**config.mk**
```make
export PLATFORM = sky130hd
export DESIGN_NAME = inst_encoder_writer
export DESIGN_NICKNAME = d
export VERILOG_FILES = /design/src/rtl/inst_encoder_writer.sv
export SDC_FILE = /design/constraint.sdc
export NUM_CORES = 1
export LEC_CHECK = 0
export BUFFER_PORTS_ARGS = -buffer_cell sky130_fd_sc_hd__buf_4
export CAP_MARGIN = 20
export CORE_MARGIN = 3
export CORE_UTILIZATION = 33
export CTS_CLUSTER_DIAMETER = 200
export DETAILED_ROUTE_END_ITERATION = 7
export GPL_ROUTABILITY_DRIVEN = 0
export HOLD_SLACK_MARGIN = 0.05
export SLEW_MARGIN = 30
export SYNTH_ARGS = -nofsm -noshare
export SYNTH_HDL_FRONTEND = slang
export SYNTH_SLANG_ARGS = --single-unit
```
**constraint.sdc**
```tcl
create_clock -name clk -period 1.88 [get_ports clk]
set_input_delay 0.188 -clock clk [delete_from_list [all_inputs] [get_ports clk]]
set_output_delay 0.188 -clock clk [all_outputs]
set_load 0.1 [all_outputs]
```
**src/rtl/inst_encoder_writer.sv**
```systemverilog
// inst_encoder_writer: packs decomposed RV32I fields back into instruction
// words and streams them into instruction memory at consecutive addresses.
module inst_encoder_writer #(
  parameter int unsigned       ADDR_W    = 32,
  parameter logic [ADDR_W-1:0] BASE_ADDR = '0
) (
  input  logic              clk,
  input  logic              rst,
  input  logic              start,
  input  logic              in_valid,
  output logic              in_ready,
  input  logic [6:0]        in_opcode,
  input  logic [4:0]        in_rd,
  input  logic [4:0]        in_rs1,
  input  logic [4:0]        in_rs2,
  input  logic [2:0]        in_funct3,
  input  logic [6:0]        in_funct7,
  input  logic [31:0]       in_imm,
  input  logic              in_last,
  output logic              mem_we,
  input  logic              mem_ready,
  output logic [ADDR_W-1:0] mem_addr,
  output logic [31:0]       mem_wdata,
  output logic              err_range,
  output logic              err_align,
  output logic              err_opcode,
  input  logic              clr_err,
  output logic              done
);

  localparam logic [6:0] OP_R      = 7'b0110011;
  localparam logic [6:0] OP_LOAD   = 7'b0000011;
  localparam logic [6:0] OP_IMM    = 7'b0010011;
  localparam logic [6:0] OP_JALR   = 7'b1100111;
  localparam logic [6:0] OP_STORE  = 7'b0100011;
  localparam logic [6:0] OP_BRANCH = 7'b1100011;
  localparam logic [6:0] OP_LUI    = 7'b0110111;
  localparam logic [6:0] OP_AUIPC  = 7'b0010111;
  localparam logic [6:0] OP_JAL    = 7'b1101111;

  typedef enum logic [1:0] {IDLE, RUN, DRAIN} state_t;

  state_t      state, state_nxt;
  logic [31:0] enc;
  logic        bad_range, bad_align, bad_op, bad;
  logic        accept;

  assign in_ready = (state == RUN) && (!mem_we || mem_ready);
  assign accept   = in_valid && in_ready;
  assign bad      = bad_range || bad_align || bad_op;

  // Format-specific immediate packing and legality checks
  always_comb begin
    enc       = '0;
    bad_range = 1'b0;
    bad_align = 1'b0;
    bad_op    = 1'b0;
    case (in_opcode)
      OP_R: enc = {in_funct7, in_rs2, in_rs1, in_funct3, in_rd, in_opcode};
      OP_LOAD, OP_IMM, OP_JALR: begin
        enc       = {in_imm[11:0], in_rs1, in_funct3, in_rd, in_opcode};
        bad_range = !((&in_imm[31:11]) || !(|in_imm[31:11]));
      end
      OP_STORE: begin
        enc       = {in_imm[11:5], in_rs2, in_rs1, in_funct3, in_imm[4:0], in_opcode};
        bad_range = !((&in_imm[31:11]) || !(|in_imm[31:11]));
      end
      OP_BRANCH: begin
        enc       = {in_imm[12], in_imm[10:5], in_rs2, in_rs1, in_funct3,
                     in_imm[4:1], in_imm[11], in_opcode};
        bad_range = !((&in_imm[31:12]) || !(|in_imm[31:12]));
        bad_align = in_imm[0];
      end
      OP_LUI, OP_AUIPC: begin
        enc       = {in_imm[31:12], in_rd, in_opcode};
        bad_range = |in_imm[11:0];
      end
      OP_JAL: begin
        enc       = {in_imm[20], in_imm[10:1], in_imm[11], in_imm[19:12], in_rd, in_opcode};
        bad_range = !((&in_imm[31:20]) || !(|in_imm[31:20]));
        bad_align = in_imm[0];
      end
      default: bad_op = 1'b1;
    endcase
  end

  // Session state register
  always_ff @(posedge clk) begin
    if (rst) state <= IDLE;
    else     state <= state_nxt;
  end

  // Session sequencing; done fires on the cycle DRAIN empties
  always_comb begin
    state_nxt = state;
    done      = 1'b0;
    case (state)
      IDLE:  if (start) state_nxt = RUN;
      RUN:   if (accept && in_last) state_nxt = DRAIN;
      DRAIN: if (!mem_we) begin
        state_nxt = IDLE;
        done      = 1'b1;
      end
      default: state_nxt = IDLE;
    endcase
  end

  // Output register and address counter; rejected bundles leave both untouched
  always_ff @(posedge clk) begin
    if (rst) begin
      mem_we    <= 1'b0;
      mem_addr  <= BASE_ADDR;
      mem_wdata <= '0;
    end else begin
      if (state == IDLE && start)  mem_addr <= BASE_ADDR;
      else if (mem_we && mem_ready) mem_addr <= mem_addr + ADDR_W'(4);
      if (accept && !bad) begin
        mem_we    <= 1'b1;
        mem_wdata <= enc;
      end else if (mem_ready) begin
        mem_we <= 1'b0;
      end
    end
  end

  // Sticky error flags; a new error outranks a simultaneous clear
  always_ff @(posedge clk) begin
    if (rst) begin
      err_range  <= 1'b0;
      err_align  <= 1'b0;
      err_opcode <= 1'b0;
    end else begin
      err_range  <= (err_range  && !clr_err) || (accept && bad_range);
      err_align  <= (err_align  && !clr_err) || (accept && bad_align);
      err_opcode <= (err_opcode && !clr_err) || (accept && bad_op);
    end
  end

endmodule

```
==> summary.log, run 1 <==
[finish] relative area change from synthesis to final layout 62.7%
[critical_path] Worst Setup Path Type register to register
[detailed_routing] number of violations reported at the end of detailed-routing iteration 0 394
[clock_network] number of H-tree levels 3
[detailed_routing] final routed DRC violation total 0
[yosys] most repeated cell in the gate-level netlist after synthesis sky130_fd_sc_hd__dfxtp_1
[placed_design] placed cell areas 5580 sq um
[sta] unrepaired setup endpoints after global routing true
[detailed_routing] Avg WL per Cell 17.1 um
[yosys] share of the synthesized area in the top cell type 0.367
[global_route] pin count of the biggest net entering global routing 31
[yosys] share of flip-flops with an asynchronous set or reset after synthesis 0
[finish] Finished Core Util 0.552
[critical_path] WP data required 2.13 ns
[outcome] outcome complete, no violations
[clock_network] clock root buffer master sky130_fd_sc_hd__clkbuf_16
[sta] count of final setup violators 0
[clock_network] insertion delay of the later-clocked pin in the worst-skew pair 0.33 ns
[yosys] synthesis-stage register bit count 68
[sta] final hold vios 0
[yosys] Primary FF master, synth sky130_fd_sc_hd__dfxtp_1
[sta] actual slew at the worst max-slew pin 0.566 ns
[yosys] average instance area after synthesis 8.88 sq um
[yosys] most area-consuming cells after synthesis sky130_fd_sc_hd__dfxtp_1, sky130_fd_sc_hd__nor2_1, sky130_fd_sc_hd__a31o_1
[yosys] number of flops mapped to enable cells by yosys 0
[floorplanning] die outline height 112 um
[clock_network] Clock Sinks 68
[sta] tightest hold margin 0.0969 ns
[critical_path] slowest cell delay on critical path 0.48 ns
[finish] final instance area 6040 sq um
[floorplanning] starting density of the core 0.339
[placed_design] worst slack after detailed placement -0.312 ns
[sta] worst-case headroom to the max-slew limit 0.622
[detailed_routing] routed wire length 13,200 um
[sta] min Tclk post-route 1.88 ns
[global_route] total routing usage reported by global routing 0.202
[clock_network] TritonCTS clock tree built
[floorplanning] die width 112 um
[pwr] power density over the cells 616 nW/um^2
[critical_path] kind of end point of the critical path register
[floorplanning] number of top-level pins 141
[finish] final-stage net count 698
[placed_design] dpl cells 751
[clock_network] register clock-pin slew on the reported worst setup and hold paths 0.06 ns
[floorplanning] full die area 12,600 sq um
[placed_design] quantity of I/O buffers inserted on ports 138
[sta] fmax 533 MHz
[yosys] largest area contributor in the netlist sky130_fd_sc_hd__dfxtp_1
[yosys] sequential-to-total area share from yosys stat 0.367
[global_route] vias in the first global route 4,038
[finish] fraction of layout cells with a size suffix above 1 0.510
[floorplanning] placement row count 38
[flow_run] max-cap violation count 0
[sta] final critical-path setup slack 0.00467 ns
[detailed_routing] total via count in the routed design 4,193
[sta] fin. max-slew vios 0
[global_route] antenna violations before repair 0
[placed_design] sum of net half-perimeters after detailed placement 10,200 um
[detailed_routing] count of nets left with antenna violations after detail routing 0
[critical_path] CP Launch Type register
[yosys] number of synthesis warnings 0
[yosys] combined area of all synthesized cells 3710 sq um
[critical_path] cell with the largest stage delay on the worst path sky130_fd_sc_hd__or4b_4
[clock_network] hold buffer count at CTS 0
[critical_path] signal arrival time at the worst endpoint 2.13 ns
[min_path] worst min path class primary input to register
[clock_network] number of buffers created by CTS 9
[global_route] wire length of the first global-routing pass 20,700 um
[pwr] cell leakage power 2.44 nW
[yosys] count of different cell masters after synthesis 63
[finish] number of inserted diodes 0
[yosys] gate count after technology mapping 418
[pwr] Max rail drop VDD 0.000475 V
[sta] worst-case clock skew 0.00576 ns
[yosys] leading cell types by count after synthesis sky130_fd_sc_hd__dfxtp_1, sky130_fd_sc_hd__nor2_1, sky130_fd_sc_hd__nand2_1
[finish] number of standard cells in the layout, taps in and fillers out 771
[critical_path] top fanout value on the critical path 5
[sta] final critical-path share of the clock period 0.998
[detailed_routing] number of iterations in the first detailed-routing pass 6
[clock_network] Bufs on Longest Clock Path 2
[global_route] leftover overflow at the end of global routing 0
[floorplanning] CORE AREA 10,900 sq um
[detailed_routing] vias per cell 5.44
[critical_path] cell-by-cell trace of the critical path and4_4, and3_1, or4b_4, buf_6, or3_1, a21oi_1
==> registers in the layout, indices dropped and copies added (netlist names) <==
name        count
err_range       1
err_align       1
state           2
mem_wdata      32
err_opcode      1
mem_addr       30
mem_we          1
==> path summary, 6_finish.rpt <==
| kind | slack [ns] | startpoint | depth (start not counted) | end |
|---|---|---|---|---|
| max reg2reg | 0.005 | mem_addr[9] | 6 | mem_addr[23] |
| min | 0.1 | start | 2 | state[0] |
| min reg2reg | 0.47 | mem_wdata[16] | 1 | mem_wdata[16] |
| max | 0.005 | mem_addr[9] | 6 | mem_addr[23] |
==> final cells by class <==
cell class / instances / area [sq um]
repair buffers: 226 / 1740
clock inverters: 3 / 68.8
well taps: 140 / 175
flip-flops and latches: 68 / 1430
fillers: 995 / 4900
clock buffers: 13 / 260
inverters: 8 / 30.0
multi-input cells: 313 / 2330
==> metrics by stage <==
| stage | power (mW) | TNS [ns] |
|---|---|---|
| floorplan | 1.63 | -3.85 |
| global placement | 1.89 | -6.09 |
| detailed placement | 1.89 | -6.93 |
| CTS | 3.75 | -0.0284 |
| global route | 3.84 | -0.481 |
| finish | 3.72 | 0 |
==> cell families (layout without fill, tap and decap cells) <==
kind of cell	count (synthesis)	in the layout	share of synthesized area
buf+inv	38	250	0.0509
fa+ha+maj	1	1	0.00337
other cells	1	2	0.00101
mux	2	2	0.00607
xor+xnor	27	27	0.0637
flops	68	68	0.367
compound gates	108	108	0.257
simple gates	173	173	0.251
==> worst max-delay path: cells and delay by family (launching register included) <==
kind                   cells  cell delay [ns]
AO/OA/AOI/OAI              1             0.13
flip-flops                 1             0.34
buffers and inverters      1             0.16
AND/OR/NAND/NOR            4             1.17
==> layer usage <==
layer,global-route usage,wire length [um],share of wire,up-vias
met5,0,0,0,-
met4,0.0697,312,0.024,0
li1,-,-,-,2000
met3,0.0469,828,0.063,28
met1,0.265,5710,0.43,1988
met2,0.329,6360,0.48,177
==> what timing repair did <==
action                                  CTS  global route
resized for setup                         3            17
setup buffers                             0             3
pin swaps                                 2             4
endpoints found under the hold margin     0             0
cloned                                    1             0
endpoints found under the setup margin    9            22
==> power by group <==
part	switching [mW]	internal (mW)	total, mW	leakage, nW
sequential	0.00241	1.42	1.43	0.566
clock	0.615	1.24	1.85	0.160
combinational	0.239	0.205	0.444	1.71
==> layout by cell type (no fill, tap or decap), types with 13 or more instances in the layout <==
master,Yosys,final
sky130_fd_sc_hd__dfxtp_4,0,16
sky130_fd_sc_hd__nor2_1,47,44
sky130_fd_sc_hd__dfxtp_1,68,42
sky130_fd_sc_hd__buf_4,4,221
sky130_fd_sc_hd__a31o_1,18,18
sky130_fd_sc_hd__xnor2_1,14,14
sky130_fd_sc_hd__nand2_1,28,28
sky130_fd_sc_hd__nand3_1,21,21
sky130_fd_sc_hd__xor2_1,13,13
sky130_fd_sc_hd__a21oi_1,20,20
Note: power is estimated with default switching activity, not from simulation.
==> inputs of run 2 (changes only) <==
- ABC_AREA: not set -> 1
==> summary.log, run 2 <==
[floorplanning] die outline height 119 um [was 112 um]
[finish] relative area change from synthesis to final layout 39.4% [was 62.7%]
[global_route] total routing usage reported by global routing 0.186 [was 0.202]
[finish] Finished Core Util 0.482 [was 0.552]
[critical_path] register-to-register path setup slack 0.13 ns [was 0.005 ns]
[yosys] number of flops mapped to enable cells by yosys 0 [unchanged]
[clock_network] number of buffers created by CTS 9 [unchanged]
[yosys] post-synthesis adder-cell area fraction 0.00295 [was 0.00337]
[finish] register bank with the most flops mem_wdata [unchanged]
[finish] fraction of layout cells with a size suffix above 1 0.297 [was 0.510]
[detailed_routing] vias per cell 4.71 [was 5.44]
[yosys] sequential-to-total area share from yosys stat 0.321 [was 0.367]
[yosys] gate count after technology mapping 703 [was 418]
[clock_network] insertion delay of the later-clocked pin in the worst-skew pair 0.33 ns [about the same]
[floorplanning] number of top-level pins 141 [unchanged]
[sta] final hold vios 0 [unchanged]
[floorplanning] CORE AREA 12,300 sq um [was 10,900 sq um]
[yosys] mux cell area share after synthesis 0 [was 0.00607]
[min_path] worst min path class primary input to register [unchanged]
[yosys] number of synthesis warnings 0 [unchanged]
[yosys] share of the synthesized area in the top cell type 0.321 [was 0.367]
[yosys] leading cell types by count after synthesis sky130_fd_sc_hd__nand2_1, sky130_fd_sc_hd__nor2_1, sky130_fd_sc_hd__dfxtp_1 [was sky130_fd_sc_hd__dfxtp_1, sky130_fd_sc_hd__nor2_1, sky130_fd_sc_hd__nand2_1]
[sta] final critical-path share of the clock period 0.933 [was 0.998]
[floorplanning] full die area 14,200 sq um [was 12,600 sq um]
[min_path] worst hold start rst [was start]
[detailed_routing] total via count in the routed design 4,806 [was 4,193]
[critical_path] signal arrival time at the worst endpoint 2.01 ns [was 2.13 ns]
[yosys] Post-Synth Simple-Gate Area 0.502 [was 0.251]
[sta] actual slew at the worst max-slew pin 0.548 ns [was 0.566 ns]
[yosys] average instance area after synthesis 6.02 sq um [was 8.88 sq um]
[critical_path] cell with the largest stage delay on the worst path sky130_fd_sc_hd__dfxtp_4 [was sky130_fd_sc_hd__or4b_4]
[yosys] synthesis-stage register bit count 68 [unchanged]
[critical_path] worst reg2reg path depth 9 [was 6]
[finish] Multi-input gate area 2580 sq um [was 2330 sq um]
[global_route] antenna violations before repair 0 [unchanged]
[clock_network] register clock-pin slew on the reported worst setup and hold paths 0.06 ns [about the same]
[yosys] Primary FF master, synth sky130_fd_sc_hd__dfxtp_1 [unchanged]
[finish] number of fill cells 1,281 [was 995]
[yosys] largest area contributor in the netlist sky130_fd_sc_hd__dfxtp_1 [unchanged]
[floorplanning] placement row count 40 [was 38]
[min_path] Worst Hold Path Cells 2 [unchanged]
[detailed_routing] number of iterations in the first detailed-routing pass 5 [was 6]
[critical_path] slowest cell delay on critical path 0.37 ns [was 0.48 ns]
[finish] commonest non-fill, non-tap cell in the layout sky130_fd_sc_hd__nand2_1 [was sky130_fd_sc_hd__buf_4]
[yosys] xor/xnor cell area share of the yosys netlist 0.0103 [was 0.0637]
[clock_network] Clock Sinks 68 [unchanged]
[critical_path] Worst Setup Path Type register to register [unchanged]
[sta] worst-case headroom to the max-slew limit 0.633 [was 0.622]
[sta] fin. max-slew vios 0 [unchanged]
[critical_path] Crit Reg-Reg Endpoint mem_addr[20] [was mem_addr[23]]
[critical_path] top fanout value on the critical path 5 [unchanged]
[finish] final instance area 5900 sq um [was 6040 sq um]
[min_path] destination of the worst hold path mem_we [was state[0]]
[finish] Largest regs mem_wdata (32), mem_addr (30), state (2) [unchanged]
[global_route] leftover overflow at the end of global routing 0 [unchanged]
[floorplanning] die width 119 um [was 112 um]
[yosys] most area-consuming cells after synthesis sky130_fd_sc_hd__dfxtp_1, sky130_fd_sc_hd__nand2_1, sky130_fd_sc_hd__nor2_1 [was sky130_fd_sc_hd__dfxtp_1, sky130_fd_sc_hd__nor2_1, sky130_fd_sc_hd__a31o_1]
[clock_network] number of H-tree levels 3 [unchanged]
[detailed_routing] Avg WL per Cell 13.3 um [was 17.1 um]
[finish] number of standard cells in the layout, taps in and fillers out 1,020 [was 771]
[sta] Setup Total Neg Slack 0 ns [unchanged]
[yosys] share of flip-flops with an asynchronous set or reset after synthesis 0 [unchanged]
[yosys] most repeated cell in the gate-level netlist after synthesis sky130_fd_sc_hd__nand2_1 [was sky130_fd_sc_hd__dfxtp_1]
[global_route] vias in the first global route 4,627 [was 4,038]
[flow_run] max-cap violation count 0 [unchanged]
[yosys] main combinational cell family by area after synthesis simple AND/OR/NAND/NOR gates [was compound AO/OA/AOI/OAI gates]
[sta] min Tclk post-route 1.75 ns [was 1.88 ns]
[finish] final-stage net count 919 [was 698]
[clock_network] TritonCTS clock tree built [unchanged]
[finish] area occupied by registers 1400 sq um [was 1430 sq um]
[detailed_routing] routed wire length 13,600 um [was 13,200 um]
[floorplanning] starting density of the core 0.345 [was 0.339]
[detailed_routing] final routed DRC violation total 0 [unchanged]
[pwr] power density over the cells 611 nW/um^2 [was 616 nW/um^2]
[clock_network] Bufs on Longest Clock Path 2 [unchanged]
[critical_path] kind of end point of the critical path register [unchanged]
[critical_path] R2R Path Start mem_addr[2] [was mem_addr[9]]
[finish] commonest cells after routing, fill and taps aside sky130_fd_sc_hd__nand2_1, sky130_fd_sc_hd__buf_4, sky130_fd_sc_hd__nor2_1 [was sky130_fd_sc_hd__buf_4, sky130_fd_sc_hd__nor2_1, sky130_fd_sc_hd__dfxtp_1]
[placed_design] quantity of I/O buffers inserted on ports 138 [unchanged]
[global_route] pin count of the biggest net entering global routing 34 [was 31]
[placed_design] sum of net half-perimeters after detailed placement 10,800 um [was 10,200 um]
[placed_design] dpl cells 1,001 [was 751]
[critical_path] WP data required 2.13 ns [about the same]
[finish] number of inserted diodes 0 [unchanged]
[detailed_routing] count of nets left with antenna violations after detail routing 0 [unchanged]
[yosys] count of different cell masters after synthesis 40 [was 63]
[sta] count of final setup violators 0 [unchanged]
[critical_path] cell-by-cell trace of the critical path ha_4, nand3_2, nor2_4, nand2_4, nor2_4, nand4_1, nor2_2, a21oi_2, nor3_2 [was and4_4, and3_1, or4b_4, buf_6, or3_1, a21oi_1]
[sta] tightest hold margin 0.0924 ns [was 0.0969 ns]
[clock_network] clock root buffer master sky130_fd_sc_hd__clkbuf_16 [unchanged]
[pwr] cell leakage power 2.67 nW [was 2.44 nW]
[yosys] post-synthesis compound-gate area fraction 0.0804 [was 0.257]
[critical_path] CP dominant cell by count sky130_fd_sc_hd__nor2_4
[global_route] wire length of the first global-routing pass 21,900 um [was 20,700 um]
[critical_path] CP Launch Type register [unchanged]
[pwr] Max rail drop VDD 0.000359 V [was 0.000475 V]
[placed_design] placed cell areas 5540 sq um [was 5580 sq um]
[yosys] combined area of all synthesized cells 4240 sq um [was 3710 sq um]
[detailed_routing] number of violations reported at the end of detailed-routing iteration 0 307 [was 394]
[sta] worst-case clock skew 0.00797 ns [was 0.00576 ns]
[outcome] outcome complete, no violations [unchanged]
[finish] number of flip-flops under the largest register name 32 [unchanged]
[sta] fmax 570 MHz [was 533 MHz]
[run 2: cell type report]
class | count | share of cell area
clock buffer | 13 | 0.0477
sequential | 68 | 0.238
inverter | 66 | 0.0420
clock inverter | 3 | 0.00297
tap | 168 | 0.0356
timing repair buffer | 150 | 0.197
multi-input combinational | 552 | 0.437
[run 2: metal layers]
layer / vias up / part of all wire / track usage
met2: 157 / 0.47 / 0.304
met1: 2146 / 0.45 / 0.244
met3: 14 / 0.068 / 0.0494
met5: - / 0 / 0
li1: 2489 / - / -
met4: 0 / 0.011 / 0.0487
[run 2: what timing repair did]
action | in CTS | in global routing
endpoints found under the setup margin | 0 | 5
setup buffers | 0 | 3
hold buffers | 0 | 0
resized for setup | 0 | 8
[run 2: cell families (layout without fill, tap and decap cells)]
kind of cell,after synthesis,in the layout
adders and majority gates,1,1
buffers and inverters,84,232
xor gates and xnor gates,5,5
AOI/OAI and AO/OA,60,60
other,1,2
DFF,68,68
and+or+nand+nor,484,484
[run 2: worst max-delay path by stage]
stage / slack (ns) / end / start / cells past startpoint
2_1_floorplan: -0.41 / mem_wdata[22] / mem_we / 12
3_3_place_gp: 0.15 / mem_wdata[21] / in_opcode[0] / 13
3_5_place_dp: 0.11 / mem_wdata[17] / in_opcode[0] / 10
4_1_cts: 0.11 / mem_addr[30] / mem_addr[2] / 10
5_1_grt: -0.01 / mem_addr[20] / mem_addr[2] / 9
6_report: 0.13 / mem_addr[20] / mem_addr[2] / 9
[run 2: critical path, delay by kind of cell (launching register included)]
family	cells	cell delay [ns]
AND/OR/NAND/NOR	7	1.10
flip-flops	1	0.37
AO/OA/AOI/OAI	1	0.07
adder cells (fa/ha/maj)	1	0.14
[run 2: report_power, final]
group | switching [mW] | total, mW | internal, mW
Clock | 0.627 | 1.67 | 1.04
Combinational | 0.305 | 0.481 | 0.176
Sequential | 0.00790 | 1.46 | 1.45
Total | 0.940 | 3.61 | 2.67
[run 2: stage by stage]
stage	power, mW	worst slack, ns
detailed placement	1.97	0.106
global route	3.75	-0.0147
global placement	1.96	0.146
finish	3.61	0.126
floorplan	1.75	-0.413
CTS	3.63	0.105
